<file path="src/rtl/npc_axi_pkg.sv">
// npc_axi_pkg
// Shared AXI read-path definitions for the NPC memory subsystem.
//   arb_state_e       : read-arbiter FSM states
//   RESP_*            : AXI rresp encodings
//   ICACHE_LINE_BEATS : beats per icache line refill (64B / 8B)
//   ADDR_W_DEF/DATA_W_DEF : default bus widths
package npc_axi_pkg;

  typedef enum logic [1:0] {
    IDLE = 2'd0,
    AR   = 2'd1,
    R    = 2'd2
  } arb_state_e;

  localparam logic [1:0] RESP_OKAY   = 2'b00;
  localparam logic [1:0] RESP_EXOKAY = 2'b01;
  localparam logic [1:0] RESP_SLVERR = 2'b10;
  localparam logic [1:0] RESP_DECERR = 2'b11;

  localparam int ICACHE_LINE_BEATS = 8;

  localparam int ADDR_W_DEF = 32;
  localparam int DATA_W_DEF = 64;

endpackage

</file>
<file path="src/rtl/rr_arb2.sv">
// rr_arb2
// Two-way round-robin arbiter, purely combinational.
//   req[1:0]   : request vector
//   last_grant : id of the master that completed the most recent burst
//   en         : arbitration enable; no grant is produced when low
//   gnt[1:0]   : one-hot grant
//   gnt_id     : index of the granted master (valid when gnt != 0)
module rr_arb2 (
  input  logic [1:0] req,
  input  logic       last_grant,
  input  logic       en,
  output logic [1:0] gnt,
  output logic       gnt_id
);

  always_comb begin
    gnt    = 2'b00;
    gnt_id = 1'b0;
    if (en && (req != 2'b00)) begin
      // On a tie the master that did not go last wins; otherwise the lone requester.
      if (req == 2'b11) begin
        gnt_id = ~last_grant;
      end else begin
        gnt_id = req[1];
      end
      gnt = gnt_id ? 2'b10 : 2'b01;
    end
  end

endmodule

</file>
<file path="src/rtl/axi_rd_arbiter.sv">
// axi_rd_arbiter
// Two-master, one-slave AXI4 read-channel arbiter. One transaction in flight;
// the grant is held for the whole burst. Round-robin between masters, with a
// sticky checker for slave rlast disagreeing with the requested beat count.
// Ports:
//   clk, rst                 : clock, synchronous active-high reset
//   m0_* (icache), m1_* (LSU): AR channel in (arvalid/araddr/arlen, arready out)
//                              R channel out (rvalid/rdata/rresp/rlast, rready in)
//   s_*                      : slave-side AR and R channels
//   err_rlast                : sticky rlast protocol violation flag
module axi_rd_arbiter
  import npc_axi_pkg::*;
#(
  parameter int   ADDR_W   = ADDR_W_DEF,
  parameter int   DATA_W   = DATA_W_DEF,
  parameter int   LEN_W    = 8,
  parameter logic RST_LAST = 1'b1
) (
  input  logic              clk,
  input  logic              rst,

  input  logic              m0_arvalid,
  output logic              m0_arready,
  input  logic [ADDR_W-1:0] m0_araddr,
  input  logic [LEN_W-1:0]  m0_arlen,
  output logic              m0_rvalid,
  input  logic              m0_rready,
  output logic [DATA_W-1:0] m0_rdata,
  output logic [1:0]        m0_rresp,
  output logic              m0_rlast,

  input  logic              m1_arvalid,
  output logic              m1_arready,
  input  logic [ADDR_W-1:0] m1_araddr,
  input  logic [LEN_W-1:0]  m1_arlen,
  output logic              m1_rvalid,
  input  logic              m1_rready,
  output logic [DATA_W-1:0] m1_rdata,
  output logic [1:0]        m1_rresp,
  output logic              m1_rlast,

  output logic              s_arvalid,
  input  logic              s_arready,
  output logic [ADDR_W-1:0] s_araddr,
  output logic [LEN_W-1:0]  s_arlen,
  input  logic              s_rvalid,
  output logic              s_rready,
  input  logic [DATA_W-1:0] s_rdata,
  input  logic [1:0]        s_rresp,
  input  logic              s_rlast,

  output logic              err_rlast
);

  arb_state_e        state_q, state_d;
  logic              grant_q, grant_d;
  logic              last_grant_q, last_grant_d;
  logic [LEN_W-1:0]  beat_cnt_q, beat_cnt_d;
  logic [ADDR_W-1:0] addr_q, addr_d;
  logic [LEN_W-1:0]  len_q, len_d;
  logic              err_q, err_d;
  // Set for exactly the IDLE cycle following a burst, so each burst is
  // followed by one bubble before the next arbitration.
  logic              bubble_q, bubble_d;

  logic [1:0] arb_gnt;
  logic       arb_gnt_id;
  logic       arb_en;
  logic       rready_sel;
  logic       hs;
  logic       last_exp;
  logic       rlast_fwd;

  assign arb_en     = (state_q == IDLE) && !bubble_q;
  assign rready_sel = grant_q ? m1_rready : m0_rready;
  assign hs         = (state_q == R) && s_rvalid && rready_sel;
  assign last_exp   = (beat_cnt_q == len_q);
  // A missing slave rlast on the final expected beat is still presented to
  // the master as the last beat so it never waits for data that won't come.
  assign rlast_fwd  = s_rlast || last_exp;

  rr_arb2 u_arb (
    .req        ({m1_arvalid, m0_arvalid}),
    .last_grant (last_grant_q),
    .en         (arb_en),
    .gnt        (arb_gnt),
    .gnt_id     (arb_gnt_id)
  );

  always_comb begin
    state_d      = state_q;
    grant_d      = grant_q;
    last_grant_d = last_grant_q;
    beat_cnt_d   = beat_cnt_q;
    addr_d       = addr_q;
    len_d        = len_q;
    err_d        = err_q;
    bubble_d     = 1'b0;

    m0_arready = 1'b0;
    m1_arready = 1'b0;
    m0_rvalid  = 1'b0;
    m1_rvalid  = 1'b0;
    m0_rlast   = 1'b0;
    m1_rlast   = 1'b0;
    m0_rdata   = s_rdata;
    m1_rdata   = s_rdata;
    m0_rresp   = s_rresp;
    m1_rresp   = s_rresp;
    s_arvalid  = 1'b0;
    s_araddr   = addr_q;
    s_arlen    = len_q;
    s_rready   = 1'b0;

    case (state_q)
      IDLE: begin
        m0_arready = arb_gnt[0];
        m1_arready = arb_gnt[1];
        if (arb_gnt != 2'b00) begin
          grant_d    = arb_gnt_id;
          addr_d     = arb_gnt_id ? m1_araddr : m0_araddr;
          len_d      = arb_gnt_id ? m1_arlen  : m0_arlen;
          beat_cnt_d = '0;
          state_d    = AR;
        end
      end

      AR: begin
        s_arvalid = 1'b1;
        if (s_arready) begin
          state_d = R;
        end
      end

      R: begin
        s_rready = rready_sel;
        if (grant_q) begin
          m1_rvalid = s_rvalid;
          m1_rlast  = rlast_fwd;
        end else begin
          m0_rvalid = s_rvalid;
          m0_rlast  = rlast_fwd;
        end
        if (hs) begin
          beat_cnt_d = beat_cnt_q + LEN_W'(1);
          if (s_rlast != last_exp) begin
            err_d = 1'b1;
          end
          // Either an early slave rlast or the expected final beat ends the burst.
          if (rlast_fwd) begin
            state_d      = IDLE;
            last_grant_d = grant_q;
            bubble_d     = 1'b1;
          end
        end
      end

      default: begin
        state_d = IDLE;
      end
    endcase
  end

  always_ff @(posedge clk) begin
    if (rst) begin
      state_q      <= IDLE;
      grant_q      <= 1'b0;
      last_grant_q <= RST_LAST;
      beat_cnt_q   <= '0;
      addr_q       <= '0;
      len_q        <= '0;
      err_q        <= 1'b0;
      bubble_q     <= 1'b0;
    end else begin
      state_q      <= state_d;
      grant_q      <= grant_d;
      last_grant_q <= last_grant_d;
      beat_cnt_q   <= beat_cnt_d;
      addr_q       <= addr_d;
      len_q        <= len_d;
      err_q        <= err_d;
      bubble_q     <= bubble_d;
    end
  end

  assign err_rlast = err_q;

endmodule

</file>
<file path="config.mk">
export PLATFORM = sky130hd
export DESIGN_NAME = axi_rd_arbiter
export DESIGN_NICKNAME = d
export VERILOG_FILES = /design/src/rtl/npc_axi_pkg.sv /design/src/rtl/rr_arb2.sv /design/src/rtl/axi_rd_arbiter.sv
export SDC_FILE = /design/constraint.sdc
export NUM_CORES = 1
export LEC_CHECK = 0
export BUFFER_PORTS_ARGS = -buffer_cell sky130_fd_sc_hd__buf_2
export CORE_AREA = 2 2 129 131
export DETAILED_ROUTE_END_ITERATION = 6
export DIE_AREA = 0 0 131 133
export PLACE_DENSITY_LB_ADDON = 0.05
export SYNTH_ARGS = -nofsm -noshare
export SYNTH_HDL_FRONTEND = slang
export SYNTH_SLANG_ARGS = --single-unit
</file>
<file path="constraint.sdc">
create_clock -name clk -period 2.3 [get_ports clk]
set_input_delay 0.23 -clock clk [delete_from_list [all_inputs] [get_ports clk]]
set_output_delay 0.23 -clock clk [all_outputs]
set_load 0.05 [all_outputs]
</file>
# Word-level counts from Yosys, hierarchy flattened
# Index checks and enable logic that the tools add are counted.
[word_totals] elab_cells=66 reg_bits=54
[classes] bitwise_logic=3 n_reduce_logical=16 eq_ne=9 addsub=1 n_mux=29
[ops] operator="two-way mux 32 bit" count=1
[ops] operator="two-way mux 8 bit" count=3
[ops] operator="two-way mux 1 bit" count=17
[ops] operator="case mux 8 bit (2 select lines)" count=1
[ops] operator="two-way mux 2 bit" count=6
[ops] operator="AND reduction 3 bit" count=3
[ops] operator="adder 8 x 1 -> 8 bit, second input constant" count=1
[ops] operator="equality test 8 bit" count=1
[ops] operator="inequality test 2 bit, second input constant" count=3
[ops] operator="case mux 2 bit (3 select lines)" count=1
[ops] operator="nonzero test 2 bit" count=3
[ops] operator="equality test 2 bit, second input constant" count=2
[ops] operator="logical AND 1 bit" count=4
[ops] operator="AND reduction 4 bit" count=1
[ops] operator="NOT 1 bit" count=3
[ops] operator="OR reduction 3 bit" count=1
[ops] operator="equality test 2 x 1 -> 1 bit, second input constant" count=1
[ops] operator="zero test 2 bit" count=1
[ops] operator="inequality test 2 x 1 -> 1 bit, second input constant" count=1
[ops] operator="AND reduction 2 bit" count=1
[ops] operator="zero test 1 bit" count=1
[ops] operator="logical OR 1 bit" count=1
[ops] operator="inequality test 1 bit" count=1

# Logic depth before layout (Yosys ltp)
# Gate-level depths: netlist of run 1.
[logic_depth] word_depth=9 mapped_depth=8 ltp_nobuf=7

# Hierarchy
# From an unflattened synthesis of run 1, not the netlist that was laid out.
[unflattened] cells_unflattened=423 hier_area_um2=3694.8
[by_module_without_submodules] mod="axi_rd_arbiter" area_each_um2=3666.0 instances=1 cells_each=417
[by_module_without_submodules] mod="rr_arb2" area_each_um2=28.8 instances=1 cells_each=6

# Worst setup path before layout of run 1
# No wires, ideal clock.
[synth_timing] path_kind="register to output" from="register len_q[7], in the netlist s_arlen[7]" to="output m1_rlast" t_required_ns=2.070 path_slack_ns=-0.450 path_stages_with_launch=6 t_arrival_ns=2.520 n_path_buf=0 path_cell_list="dfxtp_1 > xor2_1 > nor4_1 > nand2_1 > ha_1 > nor3b_1"
[synth_between] elab_chain_len=4
[synth_rtl] element="start: declaration" line_no="axi_rd_arbiter.sv:60" rtl="logic [LEN_W-1:0] len_q, len_d;"
[synth_rtl] element="start signal: assignment" line_no="axi_rd_arbiter.sv:180" rtl="len_q <= len_d;"
[synth_rtl] element="equality test 8 bit" line_no="axi_rd_arbiter.sv:77" rtl="assign last_exp = (beat_cnt_q == len_q);"
[synth_rtl] element="logical OR 1 bit" line_no="axi_rd_arbiter.sv:80" rtl="assign rlast_fwd = s_rlast || last_exp;"
[synth_rtl] element="two-way mux 1 bit" line_no="axi_rd_arbiter.sv:137" rtl="if (grant_q) begin"
[synth_rtl] element="two-way mux 1 bit" line_no="axi_rd_arbiter.sv:115" rtl="case (state_q)"
[synth_rtl] element="end: declaration" line_no="axi_rd_arbiter.sv:40" rtl="output logic m1_rlast,"
# No other way between the ends.

# Worst setup path after layout of run 1
[layout_timing] from="register beat_cnt_q[4]" to="output m0_rlast"
[layout_between] elab_chain_len=4
[layout_rtl] element="start: declaration" line_no="axi_rd_arbiter.sv:58" rtl="logic [LEN_W-1:0] beat_cnt_q, beat_cnt_d;"
[layout_rtl] element="start signal: assignment" line_no="axi_rd_arbiter.sv:178" rtl="beat_cnt_q <= beat_cnt_d;"
[layout_rtl] element="equality test 8 bit" line_no="axi_rd_arbiter.sv:77"
[layout_rtl] element="logical OR 1 bit" line_no="axi_rd_arbiter.sv:80"
[layout_rtl] element="two-way mux 1 bit" line_no="axi_rd_arbiter.sv:137"
[layout_rtl] element="two-way mux 1 bit" line_no="axi_rd_arbiter.sv:115"
[layout_rtl] element="end: declaration" line_no="axi_rd_arbiter.sv:30" rtl="output logic m0_rlast,"
# No other way between the ends.

==> results of run 1 <==
[synthesized netlist by cell type (3+ instances only)]
| library cell | n | share of area |
|---|---|---|
| buf_4 | 135 | 0.28 |
| inv_1 | 3 | 0.0031 |
| mux2i_1 | 42 | 0.11 |
| a311oi_1 | 3 | 0.0071 |
| a211oi_1 | 12 | 0.024 |
| a211oi_2 | 28 | 0.095 |
| a21oi_1 | 12 | 0.016 |
| o21ai_0 | 5 | 0.0068 |
| ha_1 | 3 | 0.010 |
| nor2_1 | 47 | 0.048 |
| nand2_1 | 7 | 0.0071 |
| and3_1 | 4 | 0.0068 |
| clkbuf_1 | 8 | 0.0082 |
| xor2_1 | 8 | 0.019 |
| dfxtp_1 | 54 | 0.29 |
| buf_2 | 9 | 0.012 |
| nor3_1 | 7 | 0.0095 |
| nand3_1 | 4 | 0.0054 |
[placed cells by master, fill, tap and decap left out, types with 3 or more instances in the layout]
master and instances:
a211oi_1 12, a211oi_2 28, a21oi_1 12, a311oi_1 3
and3_1 4, buf_2 135, buf_4 6, clkbuf_16 5
dfxtp_1 52, inv_1 3, mux2i_1 42, nand2_1 7
nand3_1 4, nor2_1 47, nor3_1 6, o21ai_0 5
xor2_1 8
[how the worst max path moves through the flow]
| stage | slack (ns) | to | cells after the start |
|---|---|---|---|
| floorplan | 0.02 | m1_rlast | 5 |
| global placement | 0.29 | m1_rlast | 6 |
| detailed placement | 0.26 | m1_rlast | 6 |
| CTS | 0.03 | m0_rlast | 6 |
| global route | 0.004 | m0_rlast | 6 |
| finish | 0.17 | m0_rlast | 6 |
[per-layer routing]
| layer | vias up | share of wire |
|---|---|---|
| li1 | 1263 | - |
| met5 | - | 0 |
| met1 | 1108 | 0.36 |
| met4 | 0 | 0.031 |
| met2 | 145 | 0.51 |
| met3 | 24 | 0.096 |
[repair_timing]
| item | in CTS | in global routing |
|---|---|---|
| pin swaps | 0 | 3 |
| buffers inserted | 0 | 1 |
| endpoints found under the setup margin | 2 | 2 |
| resized for setup | 2 | 7 |
[logic make-up after synthesis]
group	Yosys count
buffers and inverters	157
and+or+nand+nor	81
AOI/OAI and AO/OA	64
DFF	54
muxes	43
xor gates and xnor gates	8
adders and majority gates	3
[worst max-delay path: stages, from the launching register on]
cell and delay (ns):
dfxtp_2 0.36, xor2_1 0.17, nor4_2 0.32, nand2_1 0.15, ha_2 0.22, nor3_2 0.16
buf_4 0.22
[layout make-up]
type                    count  area (µm²)  share of cell area
repair buffers            144         772               0.202
inverters                   3        11.3             0.00294
clock buffers               7         133              0.0346
flip-flops and latches     54        1080               0.283
multi-input cells         199        1520               0.398
clock inverters             1        30.0             0.00784
well taps                 220         275              0.0719
[report_power, final]
part	total, W	internal (W)	switching [W]
logic	0.00106	0.000319	0.000740
clock network	0.000881	0.000516	0.000365
registers	0.00111	0.00104	0.0000641
[flip-flops by register name, summed over array words and instances (netlist names)]
name,cells
s_arlen,8
state_q,2
last_grant_q,1
bubble_q,1
s_araddr,32
grant_q,1
err_rlast,1
beat_cnt_q,8
[stage by stage]
step | utilization | setup WS [ns] | cells | instance area (µm²)
after floorplan | - | 0.0193 | 410 | 3690
after detailed placement | 0.225 | 0.262 | 619 | 3630
after global routing | 0.237 | 0.00437 | 628 | 3830
after global placement | 0.225 | 0.286 | 619 | 3630
final | 0.237 | 0.168 | 628 | 3830
after CTS | 0.235 | 0.0295 | 627 | 3800
==> results.py, run 1 <==
metrics = {
    "timing": {
        "hold_viol_final": 0,
        "rsz0062_at_grt": "no",
        "clock.fmax_ghz": 0.469,
        "slew_violations": 0,
        "period_share": 0.927,
        "slew_headroom": 0.611,
        "fin_hold_ws_ns": 0.186,
        "fin_worst_skew_ns": 0.00381,
        "worst_slew_pin_slew_ns": 0.581,
        "fin_crit_ns": 2.13,
        "fin_setup_tns_ns": 0,
        "setup_viol": 0,
    },
    "global_route": {
        "grtUsageTotal": 0.115,
        "grt_pass1_wl_mm": 15.0,
        "antenna_found_initial": 0,
        "grt_max_degree": 55,
        "met2_usage": 0.208,
        "busiest_layer": "met2",
        "grt-ovfl-total": 0,
        "grt_pass1_vias": 2595,
        "use_met1": 0.114,
        "grt_util_met3": 0.0457,
    },
    "run_status": {
        "status": "complete, no violations",
    },
    "drt": {
        "vias": 2540,
        "viasPerCell": 4.04,
        "drtIter0Drc": 54,
        "drt-pass1-iter-count": 4,
        "ant_nets": 0,
        "drcViolationCount": 0,
        "wl_mm": 10.3,
        "wl_per_cell_um": 16.3,
    },
    "final_layout": {
        "final_nets": 565,
        "drive_above_1_share": 0.463,
        "antenna_cells": 0,
        "area.growth.synth_to_final_pct": 3.94,
        "fillers": 1757,
    },
    "synth": {
        "synth_ff_type": "dfxtp_1",
        "synth_edf_count": 0,
        "seq_area_frac_synth": 0.293,
        "synth_top_family_by_area": "buffers and inverters",
        "synthAdderAreaFrac": 0.0102,
        "synth_compound_area_frac": 0.158,
        "synth-simple-area-share": 0.0992,
        "syn_area_um2": 3680,
        "ys_types": 33,
        "synthArstFlopShare": 0,
        "synth_mux_area_frac": 0.117,
        "syn-num-nets": 568,
        "synthXorXnorAreaFrac": 0.0190,
        "syn_inst": 410,
        "yosys_register_bits": 54,
        "synth_warnings": 0,
        "syn_area_per_cell_um2": 8.98,
    },
    "floorplan": {
        "die_w_um": 131,
        "pin_count": 336,
        "dieArea_um2": 17400,
        "initial_utilization": 0.228,
        "die_h_um": 133,
        "coreArea_um2": 16200,
        "num_rows": 47,
    },
    "critical_path": {
        "cp-end-kind": "primary output",
        "cp-start-kind": "flip-flop",
        "ff2ff_setup_slack_ns": 0.46,
        "rr_endpoint": "last_grant_q",
        "crit_arrival_ns": 1.90,
        "cp_max_fo": 7,
        "startpoint": "beat_cnt_q[4]",
        "cp.required_ns": 2.07,
        "critical_path_class": "reg2out",
        "reg2reg_depth": 7,
        "timing.rr.start": "beat_cnt_q[4]",
    },
    "power": {
        "peakVddDrop_v": 0.000287,
        "power_w": 0.00305,
        "power_density_nw_per_um2": 796,
        "p_leak_nw": 1.69,
    },
    "hold_path": {
        "worstHoldEndpoint": "state_q[1]",
        "min_path_type": "in2reg",
        "min_path_cells": 3,
        "min-delay-start": "s_arready",
    },
    "clock_tree": {
        "cts_tree": "yes",
        "cts.sinks": 54,
        "cts_max_level": 2,
        "worstSkewPairLatency_ns": 0.30,
        "clockBufferDepth": 2,
        "cts_hold_buf": 0,
        "numCtsBuffers": 5,
        "cts.clk_slew.worst_paths_ns": 0.07,
        "cts-root-buf": "clkbuf_16",
    },
    "run": {
        "drv_cap": 0,
    },
    "placed_design": {
        "dpl.hpwl_mm": 8.01,
        "port_buffers": 137,
        "gp_congestion": 0.689,
    },
}
Power figures use the tool's default switching activity.
==> run 2: changes to the inputs <==
Settings changed: SYNTH_HIERARCHICAL set to 1.
==> run 2 against run 1 <==
Clock-buffer cell count decreased by 1. Power grew 14%. Non-clock buffer count rose by 7. Clock power is 1% higher. Worst hold slack worse by 0.0023 ns. Sequential power rose by 5%. Area after synthesis up 0.31%. Critical endpoint is now m1_arready.
==> results.py, run 2 <==
metrics = {
    "global_route": {
        "grt_pass1_vias": 2945,
        "grtUsageTotal": 0.117,
        "grt_pass1_wl_mm": 15.9,
        "grt_max_degree": 33,
        "grt-ovfl-total": 0,
        "antenna_found_initial": 0,
    },
    "placed_design": {
        "gp_congestion": 0.688,
        "port_buffers": 137,
        "placed_cell_area_um2": 3720,
        "dpl.hpwl_mm": 7.45,
        "placed_cells": 633,
    },
    "timing": {
        "slew_violations": 0,
        "fin_worst_skew_ns": 0.00465,
        "period_share": 0.936,
        "hold_viol_final": 0,
        "setup_viol": 0,
        "worst_slew_pin_slew_ns": 0.539,
        "slew_headroom": 0.639,
        "rsz0062_at_grt": "no",
        "clock.fmax_ghz": 0.465,
        "fin_crit_ns": 2.15,
    },
    "synth": {
        "synth-simple-area-share": 0.0664,
        "synth_compound_area_frac": 0.188,
        "synthArstFlopShare": 0,
        "yosys_register_bits": 54,
        "netlist_top_cells_count": "133 x buf_4, 54 x dfxtp_1, 47 x a21oi_1, 43 x mux2i_1, 41 x a211oi_1",
        "synth_ff_type": "dfxtp_1",
        "post-synth-top-area-cell": "dfxtp_1",
        "syn_inst": 423,
        "synthTopCellsByArea": "dfxtp_1 29%, buf_4 27%, mux2i_1 12%",
        "syn_area_per_cell_um2": 8.73,
        "synth_edf_count": 0,
        "synthXorXnorAreaFrac": 0.0190,
        "synth_warnings": 6,
        "syn_area_um2": 3690,
        "synth_mux_area_frac": 0.120,
        "synth_top_family_by_area": "buffers and inverters",
        "synthAdderAreaFrac": 0.0102,
        "yosysTopAreaCellShare": 0.293,
        "yosysMostFrequentCell": "buf_4",
        "seq_area_frac_synth": 0.293,
        "ys_types": 37,
        "syn-num-nets": 581,
    },
    "floorplan": {
        "pin_count": 336,
        "coreArea_um2": 16200,
        "die_h_um": 133,
        "num_rows": 47,
        "initial_utilization": 0.228,
        "dieArea_um2": 17400,
        "die_w_um": 131,
    },
    "critical_path": {
        "cp_max_fo": 9,
        "max_stage_delay_ns": 0.39,
        "critPathBufInv": 2,
        "path_cells": "or2_2, nor2_2, nand2_1, a21oi_4, buf_6, and2_1, buf_4",
        "crit_family": "simple AND/OR/NAND/NOR gates",
        "cp-end-kind": "primary output",
        "slowest_stage": "dfxtp_1",
        "cp-start-kind": "flip-flop",
        "cp.required_ns": 2.07,
        "critical_path_class": "reg2out",
        "crit_arrival_ns": 1.92,
    },
    "clock_tree": {
        "numCtsBuffers": 5,
        "clockBufferDepth": 2,
        "cts_tree": "yes",
        "cts_max_level": 2,
        "cts-root-buf": "clkbuf_16",
        "cts.sinks": 54,
        "worstSkewPairLatency_ns": 0.30,
        "cts.clk_slew.worst_paths_ns": 0.07,
        "cts_hold_buf": 0,
    },
    "final_layout": {
        "fin_util": 0.243,
        "final_nets": 580,
        "area.growth.synth_to_final_pct": 6.33,
        "largest_register_ffs": 32,
        "final_cell_mix": "134 x buf_2, 51 x dfxtp_1, 46 x a21oi_1",
        "stdcell_count": 643,
        "layout_commonest_cell": "buf_2",
        "fillers": 1762,
        "design_area_um2": 3930,
        "drive_above_1_share": 0.409,
        "antenna_cells": 0,
    },
    "run": {
        "drv_cap": 0,
    },
    "drt": {
        "wl_mm": 10.2,
        "viasPerCell": 4.27,
        "drcViolationCount": 0,
        "drtIter0Drc": 91,
        "drt-pass1-iter-count": 4,
        "vias": 2747,
        "wl_per_cell_um": 15.9,
        "ant_nets": 0,
    },
    "power": {
        "peakVddDrop_v": 0.000337,
        "power_density_nw_per_um2": 884,
        "p_leak_nw": 1.66,
    },
    "run_status": {
        "status": "complete, no violations",
    },
    "hold_path": {
        "min_path_type": "in2reg",
    },
}
## run 2: changes by cell type in the layout (fill, tap and decap cells not counted), moves of 5 or more
cell,delta
a211oi_2,-25
a211oi_1,+29
nor2_1,-42
buf_4,+5
a21oi_1,+34
## run 2: path summary, 6_finish.rpt
check             start          to  slack, ns  cells after the start
max          state_q[1]  m1_arready       0.15                      7
min           s_arready  state_q[1]       0.18                      3
max reg2reg  state_q[1]  s_arlen[5]       0.24                      8
min reg2reg   err_rlast   err_rlast       0.48                      2
## run 2: power breakdown
group	switching, W	leakage (nW)	internal, W	total [W]
clock network	0.000374	0.0771	0.000516	0.000890
registers	0.0000902	0.446	0.00107	0.00116
logic	0.000979	1.14	0.000444	0.00142
total	0.00144	1.66	0.00203	0.00347
## run 2: what timing repair did
action / 4_1_cts / 5_1_grt
gates cloned: 0 / 0
pin swaps: 0 / 1
endpoints found under the setup margin: 3 / 3
resized for setup: 4 / 6
buffers inserted: 0 / 2
## run 2: final cells by class
class	instances	area [µm²]	share of cell area
inverters	4	15.0	0.00382
multi-input cells	206	1520	0.388
clock buffers	6	129	0.0328
flip-flops and latches	54	1080	0.276
well taps	220	275	0.0701
clock inverters	2	37.5	0.00955
repair buffers	151	865	0.220
## run 2: per-stage QoR
| stage | setup TNS, ns | hold slack (ns) | setup slack [ns] | power [W] |
|---|---|---|---|---|
| global placement | 0 | 0.460 | 0.223 | 0.00262 |
| detailed placement | 0 | 0.460 | 0.267 | 0.00262 |
| finish | 0 | 0.183 | 0.148 | 0.00347 |
| global route | 0 | 0.198 | 0.0270 | 0.00368 |
| floorplan | -0.754 | 0.366 | -0.377 | 0.00277 |
| CTS | 0 | 0.181 | 0.00481 | 0.00352 |
## run 2: routing by layer
| metal | vias to the layer above | GRT usage | routed length [µm] |
|---|---|---|---|
| li1 | 1358 | - | - |
| met1 | 1266 | 0.141 | 4160 |
| met2 | 104 | 0.188 | 4970 |
| met3 | 19 | 0.0510 | 944 |
| met4 | 0 | 0.0343 | 145 |
| met5 | - | 0 | 0 |
## run 2: worst reg2reg max path, cell delays in order, from the launching register on
cell      delay [ns]
dfxtp_1         0.39
or2_2           0.34
nor2_2          0.13
nand2_1         0.10
a21oi_4         0.16
buf_4           0.14
buf_12          0.22
mux2i_1         0.34
a211oi_1        0.11
## run 2: cell families (layout without fill, tap and decap cells)
kind of cell,after synthesis,count (layout)
buffers and inverters,163,163
and+or+nand+nor,45,45
xor gates and xnor gates,8,8
adders and majority gates,3,3
muxes,44,44
DFF,54,54
AOI/OAI and AO/OA,106,106
